## config.mk

```make
export PLATFORM = sky130hd
export DESIGN_NAME = car_sequencer
export DESIGN_NICKNAME = d
export VERILOG_FILES = /design/src/rtl/car_pkg.sv /design/src/rtl/car_dispatch.sv /design/src/rtl/car_sequencer.sv
export SDC_FILE = /design/constraint.sdc
export NUM_CORES = 1
export LEC_CHECK = 0
export CAP_MARGIN = 40
export CORE_MARGIN = 2
export CORE_UTILIZATION = 42
export DETAILED_ROUTE_END_ITERATION = 6
export GPL_TIMING_DRIVEN = 0
export PLACE_DENSITY = 0.76
export SLEW_MARGIN = 15
export SYNTH_ARGS = -nofsm -noshare
export SYNTH_HDL_FRONTEND = slang
export SYNTH_SLANG_ARGS = --single-unit
```

## constraint.sdc

```tcl
create_clock -name clk -period 2.8 [get_ports clk]
set_input_delay 0.56 -clock clk [delete_from_list [all_inputs] [get_ports clk]]
set_output_delay 0.56 -clock clk [all_outputs]
set_load 0.02 [all_outputs]
```

## src/rtl/car_pkg.sv

```systemverilog
// Shared constants for the MSP430 microsequencer: CAR encodings, register indices, opcode fields.
// Each multi-step sequence occupies consecutive codes so that non-terminal steps advance by +1.
package car_pkg;

  localparam int unsigned CAR_BITS = 6;

  localparam logic [CAR_BITS-1:0] CAR_0          = 6'd0;
  localparam logic [CAR_BITS-1:0] CAR_REG_REG    = 6'd1;
  localparam logic [CAR_BITS-1:0] CAR_REG_IDX0   = 6'd2;
  localparam logic [CAR_BITS-1:0] CAR_REG_IDX1   = 6'd3;
  localparam logic [CAR_BITS-1:0] CAR_REG_IDX2   = 6'd4;
  localparam logic [CAR_BITS-1:0] CAR_REG_IDX3   = 6'd5;
  localparam logic [CAR_BITS-1:0] CAR_IND_REG0   = 6'd6;
  localparam logic [CAR_BITS-1:0] CAR_IND_REG1   = 6'd7;
  localparam logic [CAR_BITS-1:0] CAR_IND_IDX0   = 6'd8;
  localparam logic [CAR_BITS-1:0] CAR_IND_IDX1   = 6'd9;
  localparam logic [CAR_BITS-1:0] CAR_IND_IDX2   = 6'd10;
  localparam logic [CAR_BITS-1:0] CAR_IND_IDX3   = 6'd11;
  localparam logic [CAR_BITS-1:0] CAR_IND_IDX4   = 6'd12;
  localparam logic [CAR_BITS-1:0] CAR_IDX_REG0   = 6'd13;
  localparam logic [CAR_BITS-1:0] CAR_IDX_REG1   = 6'd14;
  localparam logic [CAR_BITS-1:0] CAR_IDX_REG2   = 6'd15;
  localparam logic [CAR_BITS-1:0] CAR_IDX_IDX0   = 6'd16;
  localparam logic [CAR_BITS-1:0] CAR_IDX_IDX1   = 6'd17;
  localparam logic [CAR_BITS-1:0] CAR_IDX_IDX2   = 6'd18;
  localparam logic [CAR_BITS-1:0] CAR_IDX_IDX3   = 6'd19;
  localparam logic [CAR_BITS-1:0] CAR_IDX_IDX4   = 6'd20;
  localparam logic [CAR_BITS-1:0] CAR_IDX_IDX5   = 6'd21;
  localparam logic [CAR_BITS-1:0] CAR_1OP_REG    = 6'd22;
  localparam logic [CAR_BITS-1:0] CAR_1OP_IND0   = 6'd23;
  localparam logic [CAR_BITS-1:0] CAR_1OP_IND1   = 6'd24;
  localparam logic [CAR_BITS-1:0] CAR_1OP_IND2   = 6'd25;
  localparam logic [CAR_BITS-1:0] CAR_1OP_IDX0   = 6'd26;
  localparam logic [CAR_BITS-1:0] CAR_1OP_IDX1   = 6'd27;
  localparam logic [CAR_BITS-1:0] CAR_1OP_IDX2   = 6'd28;
  localparam logic [CAR_BITS-1:0] CAR_1OP_IDX3   = 6'd29;
  localparam logic [CAR_BITS-1:0] CAR_PUSH_REG0  = 6'd30;
  localparam logic [CAR_BITS-1:0] CAR_PUSH_REG1  = 6'd31;
  localparam logic [CAR_BITS-1:0] CAR_PUSH_REG2  = 6'd32;
  localparam logic [CAR_BITS-1:0] CAR_PUSH_IND0  = 6'd33;
  localparam logic [CAR_BITS-1:0] CAR_PUSH_IND1  = 6'd34;
  localparam logic [CAR_BITS-1:0] CAR_PUSH_IND2  = 6'd35;
  localparam logic [CAR_BITS-1:0] CAR_PUSH_IDX0  = 6'd36;
  localparam logic [CAR_BITS-1:0] CAR_PUSH_IDX1  = 6'd37;
  localparam logic [CAR_BITS-1:0] CAR_PUSH_IDX2  = 6'd38;
  localparam logic [CAR_BITS-1:0] CAR_PUSH_IDX3  = 6'd39;
  localparam logic [CAR_BITS-1:0] CAR_CALL_REG0  = 6'd40;
  localparam logic [CAR_BITS-1:0] CAR_CALL_REG1  = 6'd41;
  localparam logic [CAR_BITS-1:0] CAR_CALL_REG2  = 6'd42;
  localparam logic [CAR_BITS-1:0] CAR_CALL_IND0  = 6'd43;
  localparam logic [CAR_BITS-1:0] CAR_CALL_IND1  = 6'd44;
  localparam logic [CAR_BITS-1:0] CAR_CALL_IND2  = 6'd45;
  localparam logic [CAR_BITS-1:0] CAR_CALL_IDX0  = 6'd46;
  localparam logic [CAR_BITS-1:0] CAR_CALL_IDX1  = 6'd47;
  localparam logic [CAR_BITS-1:0] CAR_CALL_IDX2  = 6'd48;
  localparam logic [CAR_BITS-1:0] CAR_CALL_IDX3  = 6'd49;
  localparam logic [CAR_BITS-1:0] CAR_RETI0      = 6'd50;
  localparam logic [CAR_BITS-1:0] CAR_RETI1      = 6'd51;
  localparam logic [CAR_BITS-1:0] CAR_RETI2      = 6'd52;
  localparam logic [CAR_BITS-1:0] CAR_RETI3      = 6'd53;
  localparam logic [CAR_BITS-1:0] CAR_JMP0       = 6'd54;
  localparam logic [CAR_BITS-1:0] CAR_INT0       = 6'd55;
  localparam logic [CAR_BITS-1:0] CAR_INT1       = 6'd56;
  localparam logic [CAR_BITS-1:0] CAR_INT2       = 6'd57;
  localparam logic [CAR_BITS-1:0] CAR_INT3       = 6'd58;
  localparam logic [CAR_BITS-1:0] CAR_INT4       = 6'd59;
  localparam logic [CAR_BITS-1:0] CAR_LAST       = CAR_INT4;

  localparam logic [3:0] REG_PC = 4'd0;
  localparam logic [3:0] REG_SP = 4'd1;
  localparam logic [3:0] REG_SR = 4'd2;
  localparam logic [3:0] REG_CG = 4'd3;

  localparam logic [5:0] F2_PREFIX  = 6'b000100;
  localparam logic [2:0] JMP_PREFIX = 3'b001;
  localparam logic [2:0] OP_PUSH    = 3'b100;
  localparam logic [2:0] OP_CALL    = 3'b101;
  localparam logic [2:0] OP_RETI    = 3'b110;

  typedef enum logic [1:0] {ClsReg, ClsIdx, ClsInd} src_cls_e;

  function automatic src_cls_e as_class(input logic [1:0] as_mode);
    if (as_mode == 2'b00) return ClsReg;
    if (as_mode == 2'b01) return ClsIdx;
    return ClsInd;
  endfunction

  // R3 always and R2 in indirect modes are constant generators, so they behave like a register.
  function automatic src_cls_e src_class(input logic [3:0] src, input logic [1:0] as_mode);
    if (src == REG_CG || (src == REG_SR && as_mode[1])) return ClsReg;
    return as_class(as_mode);
  endfunction

  function automatic logic [CAR_BITS-1:0] pick(input src_cls_e cls,
                                               input logic [CAR_BITS-1:0] t_reg,
                                               input logic [CAR_BITS-1:0] t_ind,
                                               input logic [CAR_BITS-1:0] t_idx);
    case (cls)
      ClsReg:  return t_reg;
      ClsIdx:  return t_idx;
      default: return t_ind;
    endcase
  endfunction

  function automatic logic is_fetch_state(input logic [CAR_BITS-1:0] car);
    case (car)
      CAR_0, CAR_REG_REG, CAR_REG_IDX3, CAR_IND_REG1, CAR_IND_IDX4, CAR_IDX_REG2, CAR_IDX_IDX5,
      CAR_1OP_REG, CAR_1OP_IND2, CAR_1OP_IDX3, CAR_PUSH_REG2, CAR_PUSH_IND2,
      CAR_PUSH_IDX3: return 1'b1;
      default:       return 1'b0;
    endcase
  endfunction

  function automatic logic is_terminal_state(input logic [CAR_BITS-1:0] car);
    case (car)
      CAR_CALL_REG2, CAR_CALL_IND2, CAR_CALL_IDX3, CAR_RETI3, CAR_JMP0,
      CAR_INT4: return 1'b1;
      default:  return 1'b0;
    endcase
  endfunction

endpackage

```

## src/rtl/car_dispatch.sv

```systemverilog
// Combinational instruction decoder: maps a fetched word to its first microstep.
// Undecodable words return CAR_0 with the illegal flag set so they retire as a NOP.
module car_dispatch
  import car_pkg::*;
(
  input  logic [15:0]         word,
  output logic [CAR_BITS-1:0] target,
  output logic                illegal
);

  src_cls_e f1_cls;
  src_cls_e f2_cls;
  src_cls_e raw_cls;
  logic     unused_bw;

  // Byte/word select does not influence the microsequence.
  assign unused_bw = word[6];

  always_comb begin
    target  = CAR_0;
    illegal = 1'b0;
    f1_cls  = src_class(word[11:8], word[5:4]);
    f2_cls  = src_class(word[3:0], word[5:4]);
    raw_cls = as_class(word[5:4]);

    if (word[15:12] >= 4'd4) begin
      if (word[7]) target = pick(f1_cls, CAR_REG_IDX0, CAR_IND_IDX0, CAR_IDX_IDX0);
      else         target = pick(f1_cls, CAR_REG_REG, CAR_IND_REG0, CAR_IDX_REG0);
    end else if (word[15:10] == F2_PREFIX) begin
      case (word[9:7])
        OP_PUSH: target = pick(raw_cls, CAR_PUSH_REG0, CAR_PUSH_IND0, CAR_PUSH_IDX0);
        OP_CALL: target = pick(raw_cls, CAR_CALL_REG0, CAR_CALL_IND0, CAR_CALL_IDX0);
        OP_RETI: target = CAR_RETI0;
        3'b111:  illegal = 1'b1;
        default: target = pick(f2_cls, CAR_1OP_REG, CAR_1OP_IND0, CAR_1OP_IDX0);
      endcase
    end else if (word[15:13] == JMP_PREFIX) begin
      target = CAR_JMP0;
    end else begin
      illegal = 1'b1;
    end
  end

endmodule

```

## src/rtl/car_sequencer.sv

```systemverilog
// MSP430 microsequencer: owns CAR and IR, dispatches at fetch states and inserts
// the interrupt entry sequence at instruction boundaries.
module car_sequencer #(
  parameter int unsigned CAR_BITS = car_pkg::CAR_BITS
) (
  input  logic                clk,
  input  logic                rst_n,
  input  logic [15:0]         MDB_in,
  input  logic                Stall,
  input  logic                IRQ,
  input  logic                INTACK,
  output logic [CAR_BITS-1:0] CAR,
  output logic [15:0]         IR,
  output logic                Fetch,
  output logic                FetchSuppress,
  output logic                IllegalOp
);
  import car_pkg::*;

  logic [CAR_BITS-1:0] car_q, car_d;
  logic [15:0]         ir_q, ir_d;
  logic [CAR_BITS-1:0] disp_target;
  logic                disp_illegal;
  logic                unused_intack;

  assign unused_intack = INTACK;

  car_dispatch u_dispatch (
    .word    (MDB_in),
    .target  (disp_target),
    .illegal (disp_illegal)
  );

  always_ff @(posedge clk or negedge rst_n) begin
    if (!rst_n) begin
      car_q <= CAR_0;
      ir_q  <= 16'h0000;
    end else begin
      car_q <= car_d;
      ir_q  <= ir_d;
    end
  end

  always_comb begin
    car_d         = car_q;
    ir_d          = ir_q;
    Fetch         = 1'b0;
    FetchSuppress = 1'b0;
    IllegalOp     = 1'b0;
    if (!Stall) begin
      if (car_q > CAR_LAST) begin
        car_d = CAR_0;
      end else if (is_fetch_state(car_q)) begin
        Fetch = 1'b1;
        if (IRQ) begin
          car_d         = CAR_INT0;
          FetchSuppress = 1'b1;
        end else begin
          ir_d      = MDB_in;
          car_d     = disp_target;
          // Reset gating keeps the pulse quiet while CAR_0 is held in reset.
          IllegalOp = disp_illegal & rst_n;
        end
      end else if (is_terminal_state(car_q)) begin
        car_d = CAR_0;
      end else begin
        car_d = car_q + 1'b1;
      end
    end
  end

  assign CAR = car_q;
  assign IR  = ir_q;

endmodule

```

Word-level counts from Yosys, hierarchy flattened
Memory sizes are Yosys's and may differ from the RTL's.
Index checks and enable logic that the tools add are counted.
Widths: inputs -> output; s select.
{"block": "totals", "ramBits": 0, "rom_bits": 64, "out_inout_bits": 25, "n_memories": 1, "latchBits": 0, "inputBits": 21, "ff_bits": 22, "word_cells": 98}
{"block": "classes", "n_bitwise": 4, "multipliers": 0, "n_eq_ne": 20, "reduce_logical": 10, "div": 0, "add_sub_neg": 1, "muxes": 58, "order_cmp": 2, "n_shift": 0}
{"name": "(no name shown)", "depth": 64, "width": 1, "read_ports": 1, "rd_ports_with_merged_regs": 0, "wr": 0, "line": "car_pkg.sv:106", "rtl": "case (car)"}
{"cell": "$mux 6", "n": 8}
{"cell": "$eq 6x6->1 const B", "n": 6}
{"cell": "$mux 1", "n": 32}
{"cell": "$mux 2", "n": 12}
{"cell": "$pmux 6 s4", "n": 1}
{"cell": "$eq 4x2->1 const B", "n": 4}
{"cell": "$pmux 4 s2", "n": 2}
{"cell": "$eq 3x3->1 const B", "n": 4}
{"cell": "$pmux 6 s2", "n": 1}
{"cell": "$pmux 5 s2", "n": 1}
{"cell": "$eq 2x1->1 const B", "n": 4}
{"cell": "$logic_not 2->1", "n": 4}
{"cell": "$add 6x1->6 const B", "n": 1}
{"cell": "$eq 6x3->1 const B", "n": 1}
{"cell": "$gt 6x6->1 const B", "n": 1}
{"cell": "$pmux 3 s2", "n": 1}
{"cell": "$reduce_or 6->1", "n": 1}
{"cell": "$ge 4x3->1 const B", "n": 1}
{"cell": "$reduce_and 4->1", "n": 1}
{"cell": "$eq 3x1->1 const B", "n": 1}
{"cell": "$not 1->1", "n": 3}
{"cell": "$logic_and 1x1->1", "n": 2}
{"cell": "$logic_or 1x1->1", "n": 2}
{"cell": "$and 1x1->1", "n": 1}

Logic depth before layout (Yosys ltp)
Gate-level depths: netlist (run 1).
{"block": "logic_depth", "ltp_word": 18, "mapped_depth": 8, "depth_no_buf": 7}

By module
Synthesis (run 1) repeated with hierarchy kept, for this count alone.
{"block": "hier_totals", "cells_unflattened": 160, "area_unflattened_um2": 1637.8}
{"module": "car_sequencer", "area_each_um2": 1273.7, "seq_area_each_um2": 550.5, "instances": 1, "cells_per_inst": 113}
{"module": "car_dispatch", "area_each_um2": 364.1, "seq_area_each_um2": 0.0, "instances": 1, "cells_per_inst": 47}

Worst setup path after synthesis (run 1)
OpenSTA, ideal clock, no wires.
{"block": "synth_path", "path_type": "flip-flop to output port", "from": "register car_q[0] (netlist: CAR[0])", "to": "output port IllegalOp", "required_ns": 2.240, "n_path_buf": 1, "slack_ns": -0.179, "stages_incl_launch_ff": 9, "arrival_time_ns": 2.419, "path_cell_list": "dfrtp_1 > inv_1 > ha_1 > nor2_1 > a221oi_1 > o32a_2 > nor3_4 > buf_12 > and4b_1"}
{"block": "synth_between", "elab_chain_cells": 6, "word_cells_on_any_way": 7, "cone_classes": "1 x order compare; 5 x mux; 1 x memory"}
{"element": "from (decl)", "line": "car_sequencer.sv:20", "rtl": "logic [CAR_BITS-1:0] car_q, car_d;"}
{"element": "from (signal assigned)", "line": "car_sequencer.sv:39", "rtl": "car_q <= car_d;"}
{"element": "$mem_v2 64x1"}
{"element": "$mux 1", "line": "car_sequencer.sv:51", "rtl": "if (car_q > CAR_LAST) begin"}
{"element": "$mux 1", "line": "car_sequencer.sv:50", "rtl": "if (!Stall) begin"}
{"element": "$mux 1", "line": "car_sequencer.sv:53", "rtl": "end else if (is_fetch_state(car_q)) begin"}
{"element": "$mux 1 (*)", "line": "car_sequencer.sv:51"}
{"element": "$mux 1 (*)", "line": "car_sequencer.sv:50"}
{"element": "to (decl)", "line": "car_sequencer.sv:16", "rtl": "output logic IllegalOp"}
Mark *: on every way between the ends. The rest lies on a longest branch, timed or not. The select of a mux whose other input is x is not followed.

Worst setup path in the final report (run 1)
{"block": "layout_path", "from": "register car_q[1] (netlist: CAR[1])", "to": "output port IllegalOp"}
Same word-level chain as after synthesis.

==> results.md, run 1 <==
- # hold bufs at CTS: 0
- Post-route cell area: 2130 um2
- Violated checks: negative setup slack
- DRT Pass-1 Iters: 4
- Peak supply drop: 0.623 mV
- Fill cell count: 306
- Relative slew slack: 67.3%
- Worst Clk Skew: 0.0103 ns
- CP top delay family: simple AND/OR/NAND/NOR gates
- Worst Hold End: IR[12]
- Initial core utilization: 44.1%
- Simple-gate portion of the synthesized area: 16.9%
- Fin. Hold Viols: 0
- Max Cap Viol: 0
- GP Congestion: 0.876
- Initial antenna violation count: 0
- Setup WS pre-CTS: -0.769 ns
- Port Buf Inserts: 42
- Status: finished, violations left
- Routed WL: 4110 um
- FF-to-FF path depth: 9
- Post-synthesis compound-gate area fraction: 20.5%
- Final min period: 2.88 ns
- Share of layout cells above drive strength 1: 28.4%
- Gate Count Post-Synth: 144
- CP Cell Sequence: ha_4 -> mux2_4 -> a211oi_4 -> o32a_4 -> nor3_4 -> and4b_2 -> buf_6
- Crit end category: primary output
- Core Util, Final: 63.5%
- CP Launch Point: CAR[1]
- Slew Limit Fails: 0
- Routed Antenna Nets: 0
- CP bufs+invs: 1
- Grt ovf: 0
- Worst Hold Class: reg -> reg
- Leakage: 0.856 nW
- EDFF count, synth: 0
- Max Freq: 0.347 GHz
- Setup ws final: -0.0778 ns
- Hold depth: 1
- Setup violations, final: 1
- CP Class: reg -> out
- Vias in the first global route: 1427
- Syn Std Cell Area: 1480 um2
- Mux cell area share after synthesis: 15.6%
- First-pass GRT wire length: 6820 um
- Worst hold start: IR[12]
- FF-to-FF setup slack: 0.37 ns
- Main combinational cell family by area after synthesis: compound AO/OA/AOI/OAI gates
- ANT cells: 0
- H-tree depth: 1
- Critical R2R Capture: IR[10]
- Worst stage delay on the critical path: 0.47 ns
- XOR/XNOR share of the synthesized area: 2.95%
- Area of placed instances: 2010 um2
- Clock net sink count: 22
- Unrepaired setup endpoints after global routing: true
- Pwr dens: 1140 nW/um2
- Worst-Skew Late Latency: 0.32 ns
- Largest net degree at the start of global routing: 17
- Syn nets: 168
- Drt wl/cell: 16.6 um
- IO Pins: 46
- Post-synth cell types: 53
- CTS clk-pin slew, worst paths: 0.13 ns
- Synthesized area per cell: 10.3 um2
- Area grow syn2layout: 43.8%
- Total power: 2.44 mW
- Die X-Extent: 63.4 um
- DRC: 0
- Dpl cells: 234
- Worst EP arrival: 2.32 ns
- Slowest cell on the critical path: dfrtp_2
- Bufs on Longest Clock Path: 2
- Vias/cell: 5.73
- Core area: 3360 um2
- Seq/Total Area, Yosys: 37.1%
- Fin crit share: 103%
- Startpoint types: flop
- Detailed Route Iter0 Violations: 120
- CTS tree: built
- Num rows: 21
- GR Util All Layers: 21.4%
- Post-Route Setup TNS: -0.0778 ns
- Worst hold slack: 0.523 ns
- Final cell count without fillers: 247
- FF+latch count, synth: 22
- Yosys warnings: 0
- Root cell of the clock tree: clkbuf_4
- Slew @ Worst Pin: 0.489 ns
- Post-synth top flop: dfrtp_1
- Worst Path Max Fanout: 4
- Fin nets: 226
- WP data required: 2.24 ns
- Number of buffers created by CTS: 3
- Die area: 4020 um2
- Vias: 1416
- Synth Area in Adders: 2.53%
- Die Height: 63.4 um
- Async S/R FF share, synth: 100%
- Hpwl dp: 2930 um
- Critical R2R Launch: CAR[1]
-- how the worst max path moves through the flow --
stage / cells past startpoint / slack, ns / end
6_report: 7 / -0.08 / IllegalOp
5_1_grt: 7 / -0.17 / IllegalOp
4_1_cts: 8 / -0.11 / IllegalOp
3_5_place_dp: 9 / -0.77 / IllegalOp
3_3_place_gp: 9 / -0.71 / IllegalOp
2_1_floorplan: 8 / -0.06 / IllegalOp
-- logic make-up (layout without fill, tap and decap cells) --
| family | after synthesis | count (layout) |
|---|---|---|
| buf+inv | 13 | 70 |
| simple gates | 42 | 42 |
| flops | 22 | 22 |
| compound gates | 41 | 41 |
| mux | 18 | 18 |
| xor+xnor | 5 | 5 |
| fa+ha+maj | 3 | 3 |
-- registers in the layout, indices dropped and copies added (netlist names) --
register,cells
CAR,6
IR,16
-- where the power goes --
part | internal, mW | total (mW) | switching, mW | leakage, nW
clock network | 0.0558 | 0.159 | 0.104 | 0.0150
logic | 0.875 | 1.64 | 0.767 | 0.578
registers | 0.483 | 0.639 | 0.156 | 0.262
total | 1.41 | 2.44 | 1.03 | 0.856
-- layout make-up --
cell class | instances | area [um2] | share of cell area, %
Multi-Input combinational cell | 109 | 931 | 43.6
Timing Repair Buffer | 54 | 519 | 24.3
Buffer | 6 | 25.0 | 1.17
Inverter | 6 | 22.5 | 1.06
Sequential cell | 22 | 553 | 25.9
Clock buffer | 4 | 26.3 | 1.23
Tap cell | 46 | 57.6 | 2.70
-- repair_timing --
| action | CTS | global route |
|---|---|---|
| setup buffers | 9 | 1 |
| pin swaps | 4 | 5 |
| resized for setup | 17 | 6 |
| endpoints found under the setup margin | 3 | 3 |
-- routing by layer --
metal	global-route usage, %	share of wire (%)	vias up
li1	-	-	671
met3	3.57	6.0	5
met4	6.25	0.93	0
met2	37.9	50	59
met1	26.6	43	681
met5	0	0	-
-- cell usage in the layout (no fill, tap or decap), types with 2 or more instances in the layout --
cell / instances
nor2_1: 8
clkbuf_2: 3
xnor2_1: 4
and3_1: 3
nand4b_1: 2
nand3b_1: 2
mux2_4: 9
o21ai_0: 6
dfrtp_2: 2
buf_4: 10
a31o_2: 2
a32o_1: 2
or3_1: 2
mux2_2: 8
nand2_1: 3
ha_1: 2
clkdlybuf4s50_1: 39
and2_1: 2
clkbuf_1: 5
inv_1: 4
inv_2: 2
nor4_1: 2
dfrtp_1: 20
a311oi_1: 3
nor3_1: 2
nand3_1: 6
a31oi_1: 4
clkbuf_4: 3
buf_2: 2
a21oi_1: 7
-- synth_stat cells, types with 3 or more instances --
master    instances  area (um2)
nor3_1            3        15.0
and3_1            3        18.8
xnor2_1           4        35.0
mux2_4            8         120
o21ai_0           6        30.0
a21oi_1           7        35.0
inv_1             5        18.8
nor2_1            9        33.8
a311oi_1          3        26.3
dfrtp_1          22         551
nand2_1           3        11.3
nand3_1           6        30.0
a31oi_1           4        25.0
ha_1              3        37.5
clkbuf_1          5        18.8
mux2_2            8        90.1
No activity file was read; power rests on OpenSTA's default activity.
==> inputs of run 2 (changes only) <==
- CORE_ASPECT_RATIO: unset -> 0.8
- REMOVE_ABC_BUFFERS: unset -> 1
==> results.md, run 2 (same netlist as run 1, synthesis figures left out) <==
- CTS clk-pin slew, worst paths: 0.09 ns (was 0.13 ns)
- CP Class: reg -> out (unchanged)
- Pint: 1.40 mW (was 1.41 mW)
- Worst EP arrival: 2.25 ns (was 2.32 ns)
- Crit end category: primary output (unchanged)
- Largest net degree at the start of global routing: 16 (was 17)
- CTS tree: built (unchanged)
- Hpwl dp: 2780 um (was 2930 um)
- Most common cell after layout, fill and taps aside: clkdlybuf4s50_1 (unchanged)
- Die X-Extent: 70.5 um (was 63.4 um)
- Die Height: 57.2 um (was 63.4 um)
- Routed WL: 3850 um (was 4110 um)
- Unrepaired setup endpoints after global routing: true (unchanged)
- Sw Pwr: 0.965 mW (was 1.03 mW)
- First-pass GRT wire length: 6350 um (was 6820 um)
- Root cell of the clock tree: clkbuf_8 (was clkbuf_4)
- Commonest non-fill, non-tap cells in the layout: clkdlybuf4s50_1 (41), dfrtp_1 (19), nor2_1 (9), mux2_4 (9), mux2_2 (8) (was clkdlybuf4s50_1 (39), dfrtp_1 (20), buf_4 (10))
- Largest register FFs: 16 (unchanged)
- Grt ovf: 0 (unchanged)
- Worst-Skew Late Latency: 0.27 ns (was 0.32 ns)
- Max Freq: 0.356 GHz (was 0.347 GHz)
- Routed Antenna Nets: 0 (unchanged)
- Bufs on Longest Clock Path: 2 (unchanged)
- DRT Pass-1 Iters: 4 (unchanged)
- Vias: 1437 (was 1416)
- Relative slew slack: 63.8% (was 67.3%)
- Pwr dens: 1130 nW/um2 (was 1140 nW/um2)
- Post-Route Setup TNS: -0.0119 ns (was -0.0778 ns)
- Worst Clk Skew: 0.0131 ns (was 0.0103 ns)
- Detailed Route Iter0 Violations: 126 (was 120)
- Core area: 3400 um2 (was 3360 um2)
- Max Cap Viol: 0 (unchanged)
- Startpoint types: flop (unchanged)
- Setup ws final: -0.0119 ns (was -0.0778 ns)
- DRC: 0 (unchanged)
- Port Buf Inserts: 44 (was 42)
- Setup WS pre-CTS: -0.655 ns (was -0.769 ns)
- H-tree depth: 1 (unchanged)
- Status: finished, violations left (unchanged)
- Final min period: 2.81 ns (was 2.88 ns)
- ANT cells: 0 (unchanged)
- GR Util All Layers: 19.4% (was 21.4%)
- Initial core utilization: 43.7% (was 44.1%)
- WP data required: 2.24 ns (about the same)
- Met2 wire length: 1870 um (was 2060 um)
- Vias in the first global route: 1398 (was 1427)
- Share of layout cells above drive strength 1: 24.2% (was 28.4%)
- Worst Path Max Fanout: 14 (was 4)
- Core Util, Final: 61.6% (was 63.5%)
- Initial antenna violation count: 0 (unchanged)
- Setup violations, final: 1 (unchanged)
- Drt wl/cell: 16.3 um (was 16.6 um)
- Slew Limit Fails: 0 (unchanged)
- IO Pins: 46 (unchanged)
- Routed length on met3: 312 um (was 246 um)
- WL met1: 1630 um (was 1760 um)
- Worst Hold Class: reg -> reg (unchanged)
- Clock net sink count: 22 (unchanged)
- Gate power share: 62.6% (was 67.3%)
- Vias/cell: 6.09 (was 5.73)
- Area grow syn2layout: 41.1% (was 43.8%)
- Number of buffers created by CTS: 3 (unchanged)
- Die area: 4030 um2 (was 4020 um2)
- Violated checks: negative setup slack (unchanged)
- DR top layer: met4 (unchanged)
- Sw Ratio: 40.8% (was 42.1%)
- Clock share of power: 9.8% (was 6.5%)
- Slew @ Worst Pin: 0.541 ns (was 0.489 ns)
- GP Congestion: 0.865 (was 0.876)
- Total power: 2.37 mW (was 2.44 mW)
- Leakage: 0.837 nW (was 0.856 nW)
- Fin. Hold Viols: 0 (unchanged)
- Fin nets: 219 (was 226)
- Peak supply drop: 0.577 mV (was 0.623 mV)
- Register share of total power: 27.6% (was 26.2%)
- Num rows: 19 (was 21)
- Fin crit share: 100% (was 103%)
[run 2: metrics by stage]
step           area, um2  cells  hold WS (ns)
6_report            2090    236         0.507
3_3_place_gp        1930    223         0.490
3_5_place_dp        1970    226         0.495
4_1_cts             2090    236         0.512
2_1_floorplan       1440    137         0.264
5_1_grt             2090    236         0.531
[run 2: worst paths after layout]
path	start	to	slack [ns]	cells after the start
max reg2reg	CAR[2]	IR[8]	0.41	7
min	IR[6]	IR[6]	0.51	1
max	CAR[2]	IllegalOp	-0.01	7
min in group asynchronous	rst_n	CAR[2]	0.64	1
max in group asynchronous	rst_n	CAR[3]	1.68	2
min reg2reg	IR[6]	IR[6]	0.51	1
[run 2: power by group through the flow]
stage / Clock (mW) / Sequential [mW] / Combinational, mW
2_1_floorplan: 0 / 0.831 / 0.616
3_3_place_gp: 0 / 0.659 / 1.29
3_5_place_dp: 0 / 0.671 / 1.34
4_1_cts: 0.233 / 0.654 / 1.47
5_1_grt: 0.252 / 0.675 / 1.58
6_report: 0.231 / 0.654 / 1.48
[run 2: area by class of cell]
class,instances,area [um2]
Tap cell,42,52.6
Sequential cell,22,554
Clock buffer,4,55.1
Inverter,6,22.5
Multi-Input combinational cell,109,890
Timing Repair Buffer,53,519
Fill cell,279,1310
[run 2: per-layer routing]
layer  vias to the layer above  track usage (%)
met5                         -                0
met3                         7             5.12
li1                        654                -
met1                       710             26.7
met4                         0             4.95
met2                        66             30.9
[run 2: timing repair]
action	CTS	global route
hold buffers	0	0
endpoints found under the hold margin	0	0
setup endpoints to repair	3	1
pin swaps	3	0
resized for setup	15	0
setup buffers	6	0
[run 2: critical path, stage by stage, from the launching register on]
cell      delay (ns)
dfrtp_1         0.55
nor3_1          0.29
a211oi_2        0.08
o32a_2          0.43
nor3_4          0.17
buf_8           0.13
and4b_1         0.20
buf_6           0.12
